File: src/rtl/pipeline_hazard_ctrl.sv
// pipeline_hazard_ctrl
//   Stall/flush/bubble control for an N-stage in-order RV32I pipeline.
//   Register 0 is the PC; register i (1..NUM_STAGES-1) feeds stage i.
//   A redirect that arrives while an I-fetch is outstanding is parked in
//   pend_target. The front end is then kept full of bubbles, the back end
//   keeps draining, and the PC is loaded from pend_target when the fetch
//   returns. This way no in-flight I-cache transaction is abandoned.
//
// Optional build macro: PIPELINE_HAZARD_CTRL_PERF_EN
//   defined   -> saturating perf counters are implemented
//   undefined -> perf_* outputs are tied to zero (no counter flops)
//
// Ports
//   clk, reset        clock, synchronous active-high reset
//   imem_req/resp     I-cache request / response
//   dmem_req/resp     D-cache request / response (MEM stage)
//   redirect          taken branch/jump resolved in REDIRECT_STAGE
//   redirect_target   target address of the redirect
//   load_use          load-use hazard flag
//   pc_load, pc_sel   PC load enable; source 0=PC+4, 1=redirect_target, 2=pend_target
//   pend_target       parked redirect target
//   stage_load        load enables of registers 1..NUM_STAGES-1 (bit i-1 = register i)
//   stage_flush       synchronous clears of registers 1..NUM_STAGES-1 (flush beats load)
//   redir_pend        a parked redirect is waiting for the I-fetch to return
//   perf_*            stall-cycle / redirect / bubble counters
module pipeline_hazard_ctrl #(
  parameter int NUM_STAGES     = 5,
  parameter int EX_STAGE       = 2,
  parameter int REDIRECT_STAGE = 3,
  parameter int XLEN           = 32,
  parameter int CNT_WIDTH      = 32
) (
  input  logic                  clk,
  input  logic                  reset,
  input  logic                  imem_req,
  input  logic                  imem_resp,
  input  logic                  dmem_req,
  input  logic                  dmem_resp,
  input  logic                  redirect,
  input  logic [XLEN-1:0]       redirect_target,
  input  logic                  load_use,
  output logic                  pc_load,
  output logic [1:0]            pc_sel,
  output logic [XLEN-1:0]       pend_target,
  output logic [NUM_STAGES-2:0] stage_load,
  output logic [NUM_STAGES-2:0] stage_flush,
  output logic                  redir_pend,
  output logic [CNT_WIDTH-1:0]  perf_stall_cyc,
  output logic [CNT_WIDTH-1:0]  perf_redirects,
  output logic [CNT_WIDTH-1:0]  perf_bubbles
);

  localparam int NR = NUM_STAGES - 1;

  // Registers 1..REDIRECT_STAGE form the front; everything above is the back.
  localparam logic [NR-1:0] FRONT_MASK    = {NR{1'b1}} >> (NR - REDIRECT_STAGE);
  localparam logic [NR-1:0] BACK_MASK     = ~FRONT_MASK;
  // The bubble goes into register EX_STAGE; registers above it keep moving.
  localparam logic [NR-1:0] EX_MASK       = {{(NR-1){1'b0}}, 1'b1} << (EX_STAGE - 1);
  localparam logic [NR-1:0] ABOVE_EX_MASK = {NR{1'b1}} << EX_STAGE;

  localparam logic [1:0] PC_SEQ   = 2'd0;
  localparam logic [1:0] PC_REDIR = 2'd1;
  localparam logic [1:0] PC_PEND  = 2'd2;

  typedef enum logic {RUN, REDIR_PEND} state_t;

  state_t          state_q, state_nxt;
  logic [XLEN-1:0] pend_target_q;
  logic            pend_we;
  logic            istall, dstall;

  assign istall      = imem_req & ~imem_resp;
  assign dstall      = dmem_req & ~dmem_resp;
  assign pend_target = pend_target_q;

  always_ff @(posedge clk) begin
    if (reset) begin
      state_q       <= RUN;
      pend_target_q <= '0;
    end else begin
      state_q <= state_nxt;
      if (pend_we) pend_target_q <= redirect_target;
    end
  end

  always_comb begin
    state_nxt   = state_q;
    pend_we     = 1'b0;
    pc_load     = 1'b0;
    pc_sel      = PC_SEQ;
    stage_load  = '0;
    stage_flush = '0;
    redir_pend  = 1'b0;
    if (reset) begin
      stage_flush = '1;
      state_nxt   = RUN;
    end else begin
      case (state_q)
        RUN: begin
          // A D-side stall freezes everything; a pending redirect simply
          // stays asserted at its source and is taken once the stall clears.
          if (!dstall) begin
            if (redirect) begin
              stage_flush = FRONT_MASK;
              stage_load  = BACK_MASK;
              if (istall) begin
                pend_we   = 1'b1;
                state_nxt = REDIR_PEND;
              end else begin
                pc_load = 1'b1;
                pc_sel  = PC_REDIR;
              end
            end else if (!istall) begin
              if (load_use) begin
                stage_flush = EX_MASK;
                stage_load  = ABOVE_EX_MASK;
              end else begin
                pc_load    = 1'b1;
                stage_load = '1;
              end
            end
          end
        end
        REDIR_PEND: begin
          // The front holds only bubbles; the word returned by the outstanding
          // fetch is discarded by the register-1 flush.
          redir_pend  = 1'b1;
          stage_flush = FRONT_MASK;
          stage_load  = dstall ? '0 : BACK_MASK;
          if (imem_resp) begin
            pc_load   = 1'b1;
            pc_sel    = PC_PEND;
            state_nxt = RUN;
          end
        end
        default: state_nxt = RUN;
      endcase
    end
  end

`ifdef PIPELINE_HAZARD_CTRL_PERF_EN
  function automatic logic [CNT_WIDTH-1:0] sat_inc(input logic [CNT_WIDTH-1:0] v);
    return (&v) ? v : v + {{(CNT_WIDTH-1){1'b0}}, 1'b1};
  endfunction

  logic                 ev_stall, ev_redirect, ev_bubble, in_run;
  logic [CNT_WIDTH-1:0] stall_cnt_q, redir_cnt_q, bubble_cnt_q;

  assign in_run      = ~reset & (state_q == RUN);
  assign ev_redirect = in_run & ~dstall & redirect;
  assign ev_bubble   = in_run & ~dstall & ~redirect & ~istall & load_use;
  assign ev_stall    = in_run & ~pc_load & ~ev_bubble;

  always_ff @(posedge clk) begin
    if (reset) begin
      stall_cnt_q  <= '0;
      redir_cnt_q  <= '0;
      bubble_cnt_q <= '0;
    end else begin
      if (ev_stall)    stall_cnt_q  <= sat_inc(stall_cnt_q);
      if (ev_redirect) redir_cnt_q  <= sat_inc(redir_cnt_q);
      if (ev_bubble)   bubble_cnt_q <= sat_inc(bubble_cnt_q);
    end
  end

  assign perf_stall_cyc = stall_cnt_q;
  assign perf_redirects = redir_cnt_q;
  assign perf_bubbles   = bubble_cnt_q;
`else
  assign perf_stall_cyc = '0;
  assign perf_redirects = '0;
  assign perf_bubbles   = '0;
`endif

endmodule

File: config.mk
export PLATFORM = sky130hd
export DESIGN_NAME = pipeline_hazard_ctrl
export DESIGN_NICKNAME = d
export VERILOG_FILES = /design/src/rtl/pipeline_hazard_ctrl.sv
export SDC_FILE = /design/constraint.sdc
export NUM_CORES = 1
export LEC_CHECK = 0
export BUFFER_PORTS_ARGS = -buffer_cell sky130_fd_sc_hd__buf_4
export CORE_MARGIN = 2
export CORE_UTILIZATION = 36
export DETAILED_ROUTE_END_ITERATION = 10
export PLACE_DENSITY = 0.84
export SETUP_SLACK_MARGIN = 0.15
export SYNTH_ARGS = -nofsm -noshare
export SYNTH_HDL_FRONTEND = slang
export SYNTH_SLANG_ARGS = --single-unit
File: constraint.sdc
create_clock -name clk -period 1.26 [get_ports clk]
set_input_delay 0.126 -clock clk [delete_from_list [all_inputs] [get_ports clk]]
set_output_delay 0.126 -clock clk [all_outputs]
set_load 0.02 [all_outputs]
; ---- Word-level counts from Yosys, hierarchy flattened
; Index checks and enable logic that the tools add are counted.
[totals]
output_inout_bits = 140
latchBits = 0
ram_bits = 0
rom_bits = 0
inputBits = 40
mem_count = 0
reg_bits = 33
wordCells = 43
[classes]
order_cmp = 0
shift = 0
reduce_logical = 0
n_mux = 36
n_addsub = 0
n_eq_ne = 0
mul = 0
bitwise = 5
div_mod_pow = 0
[op_table]
columns = op, n
row1 = 2-to-1 mux 4 bit, 6
row2 = 2-to-1 mux 1 bit, 18
row3 = case mux 4 bit (2 select lines), 2
row4 = 2-to-1 mux 2 bit, 5
row5 = 2-to-1 mux 3 bit, 2
row6 = case mux 1 bit (2 select lines), 2
row7 = case mux 2 bit (2 select lines), 1
row8 = inverter 1 bit, 3
row9 = bitwise AND 1 bit, 2

; ---- Longest topological paths before layout
[logic_depth]
ltp_word = 7
mapped_depth = 5

; ---- Least setup slack after synthesis
; No wires, ideal clock.
[synth_path]
path_kind = reg-to-output
from = register state_q
to = output port stage_load[1]
arrival_ns = 1.376
setup_slack_ns = -0.242
required_time_ns = 1.134
n_path_buf = 1
path_stages_with_launch = 5
path_cell_list = dfxtp_1 > nor2_1 > nand3_1 > nor3_1 > buf_4
[synth_via]
elab_chain_cells = 3
[synth_rtl]
columns = element, line
row1 = "start, declared", 68  ; state_t state_q, state_nxt;
row2 = "start signal, assigned", 82  ; state_q <= state_nxt;
row3 = inverter 1 bit, -
row4 = case mux 4 bit (2 select lines) *, 99  ; case (state_q)
row5 = 2-to-1 mux 4 bit *, 95  ; if (reset) begin
row6 = "end, declared", 45  ; output logic [NUM_STAGES-2:0] stage_load,
; Mark *: on every way between the ends. The rest lies on a longest branch, timed or not.

; ---- Worst setup path after layout
[layout_path]
from = register state_q
to = output port pc_load
[layout_via]
elab_chain_cells = 3
[layout_rtl]
columns = element, line
row1 = inverter 1 bit, -
row2 = case mux 1 bit (2 select lines) *, 99
row3 = 2-to-1 mux 1 bit *, 95
row4 = "end, declared", 42  ; output logic pc_load,
; Marks and branches as above.

==> qor.csv <==
metric,value,unit
register area share after synthesis,28.4,%
failing checks,setup timing,
Post-DRT Antenna Nets,0,
mux cell area share after synthesis,13.8,%
H-Tree Depth,2,
WP data arrival,1210,ps
worst path required time,1130,ps
drt total wl,4.68,mm
Post-Place Worst Slack,-42.7,ps
clock-pin slew on the worst setup and hold paths,70,ps
cells after synthesis,259,
switching share of power,32.1,%
"top cells by area, synth","buf_4 (32%), dfxtp_1 (28%), nand2b_1 (18%)",
endpoint class of the critical path,output port,
total power,2.70,mW
Synth async-reset ratio,0,%
Sink Count,33,
TritonCTS clock tree,yes,
Final Util,47.2,%
CP Cell Sequence,nor2b_4 -> and2_4 -> o21bai_4 -> buf_6,
top cell type by total area after synthesis,buf_4,
initial antenna violation count,0,
Core Box Area,6280,µm²
"Slew Viols, Final",0,
Crit Reg-Reg Startpoint,state_q$_SDFF_PP0_,
number of buffers created by CTS,5,
IO Port Bufs,83,
Critical path origin,state_q$_SDFF_PP0_,
sw power,867,µW
Hold Crit Class,in2reg,
Mapped Area,2320,µm²
clock share of power,32.3,%
number of flops mapped to enable cells by yosys,0,
HPWL Detailed,3.07,mm
Max Fclk,746,MHz
post-route minimum period,1340,ps
Layout area overhead,27.5,%
CTS Root Cell,clkbuf_8,
Pleak,1.42,nW
drt initial violations,24,
syn avg cell area,8.97,µm²
global route total overflow,0,
layout cells sized above 1,33.5,%
final net count,388,
Internal,1.84,mW
YS warnings,0,
outcome,finished with violations,
"most common cell after layout, fill and taps aside",conb_1,
clk buf depth,2,
vias per std cell,3.81,
Die H,84.3,µm
critical path class,reg2out,
post-synth cell types,19,
first-pass GRT wire length,6.32,mm
Final Skew,4.31,ps
Logic pwr share,27.3,%
drt pass-1 iters,3,
PwrDens,913,nW/µm²
Row Count,29,
"Clk Latency, worst-skew pair",280,ps
Post-synth top flop,dfxtp_1,
critical path's slowest cell,dfxtp_4,
vias in the first global route,1383,
dpl cells,409,
Synth Register Bits,33,
detailed-route via count,1624,
CP peak stage delay,390,ps
Hold Buf Count CTS,0,
Max IR drop VDD,555,µV
CP bufs+invs,1,
GRT Util Overall,10.9,%
# DRC,0,
Worst Hold Launch,redirect_target[3],
final worst slack,-80.8,ps
die width,84.3,µm
post-synthesis adder-cell area fraction,0,%
Fin. Hold Viols,0,
combinational family with the most area after synthesis,buffers and inverters,
largest net degree at the start of global routing,37,
Max Cap Violations,0,
CP Max Fanout,4,
sequential power share,40.4,%
Worst path top cell family by delay,flip-flops,
Synth Area in Compound Gates,1.35,%
RSZ-0062 raised after global routing,yes,
Antenna Cells,0,
die area,7110,µm²
Top-Level Pins,180,
Worst setup SP type,flip-flop,
crit share post-route,106,%
drt wl/cell,11.0,µm
XOR/XNOR share of the synthesized area,0,%
initial cell density of the core,37.0,%
top-area cell type share of the netlist area,32.0,%
Finished Layout Cells,426,
Final GP Congestion,0.782,
most frequent cells in the layout,"conb_1 (96), buf_4 (82), nand2b_1 (66), mux2i_1 (32), dfxtp_1 (32)",
Final setup viols,11,
Synth Area in Simple Gates,21.5,%
## logic make-up (layout without fill, tap and decap cells)
| kind of cell | after synthesis | in the layout |
|---|---|---|
| buffers and inverters | 110 | 105 |
| and+or+nand+nor | 79 | 79 |
| DFF | 33 | 33 |
| muxes | 32 | 32 |
| AOI/OAI and AO/OA | 4 | 4 |
| other | 1 | 96 |
## final cells by class
class                           instances  area (µm²)
Fill cell                             579        3320
Multi-Input combinational cell        211        1270
Timing Repair Buffer                   96         822
Sequential cell                        33         664
Clock buffer                            7        96.3
Tap cell                               77        96.3
Clock inverter                          1        5.00
Inverter                                1        3.75
## worst min-delay path: cells and delay by family
family	cells	cell delay, ps
buffers and inverters	1	110
and+or+nand+nor	1	50
muxes	1	60
## flip-flops by register name, indices dropped and copies added (netlist names)
name         count
state_q          1
pend_target     32
## synthesized netlist by cell type (3+ instances only)
master / n
mux2i_1: 32
nor3_1: 3
buf_6: 3
nor2_1: 3
clkbuf_1: 7
nor2b_1: 3
buf_4: 99
nand2b_1: 66
dfxtp_1: 33
## layer usage
layer / global-route usage, % / share of wire, % / vias up
met2: 19.9 / 53 / 94
met4: 3.67 / 1.1 / 0
met5: 0 / 0 / -
li1: - / - / 793
met1: 11.6 / 37 / 731
met3: 4.03 / 8.1 / 6
## repair_timing
action                                  4_1_cts  5_1_grt
pin swaps                                     4        1
buffers inserted                              3        2
endpoints found under the setup margin       43       44
gates resized for setup                      12       11
cloned                                        0        4
## worst paths after layout
check,to,slack [ps],depth (start not counted)
setup / recovery,pc_load,-80,4
hold / removal,pend_target[3]$_SDFFE_PP0P_,110,3
setup reg to reg,pend_target[22]$_SDFFE_PP0P_,-50,5
hold reg to reg,pend_target[23]$_SDFFE_PP0P_,470,2
## metrics by stage
step	hold WS [ps]	setup TNS, ps	cell area, µm²
4_1_cts	97.9	-444	2840
3_3_place_gp	393	0	2660
5_1_grt	99.1	-1170	2960
6_report	112	-540	2960
3_5_place_dp	402	-607	2660
2_1_floorplan	281	0	2710
## power groups by stage
stage,Sequential (mW),Combinational [mW],Clock (mW)
6_report,1.09,0.737,0.874
4_1_cts,1.09,0.697,0.921
3_5_place_dp,1.12,0.671,0
3_3_place_gp,1.12,0.663,0
2_1_floorplan,1.15,0.667,0
5_1_grt,1.10,0.784,0.960
Note: power is estimated with default switching activity, not from simulation.
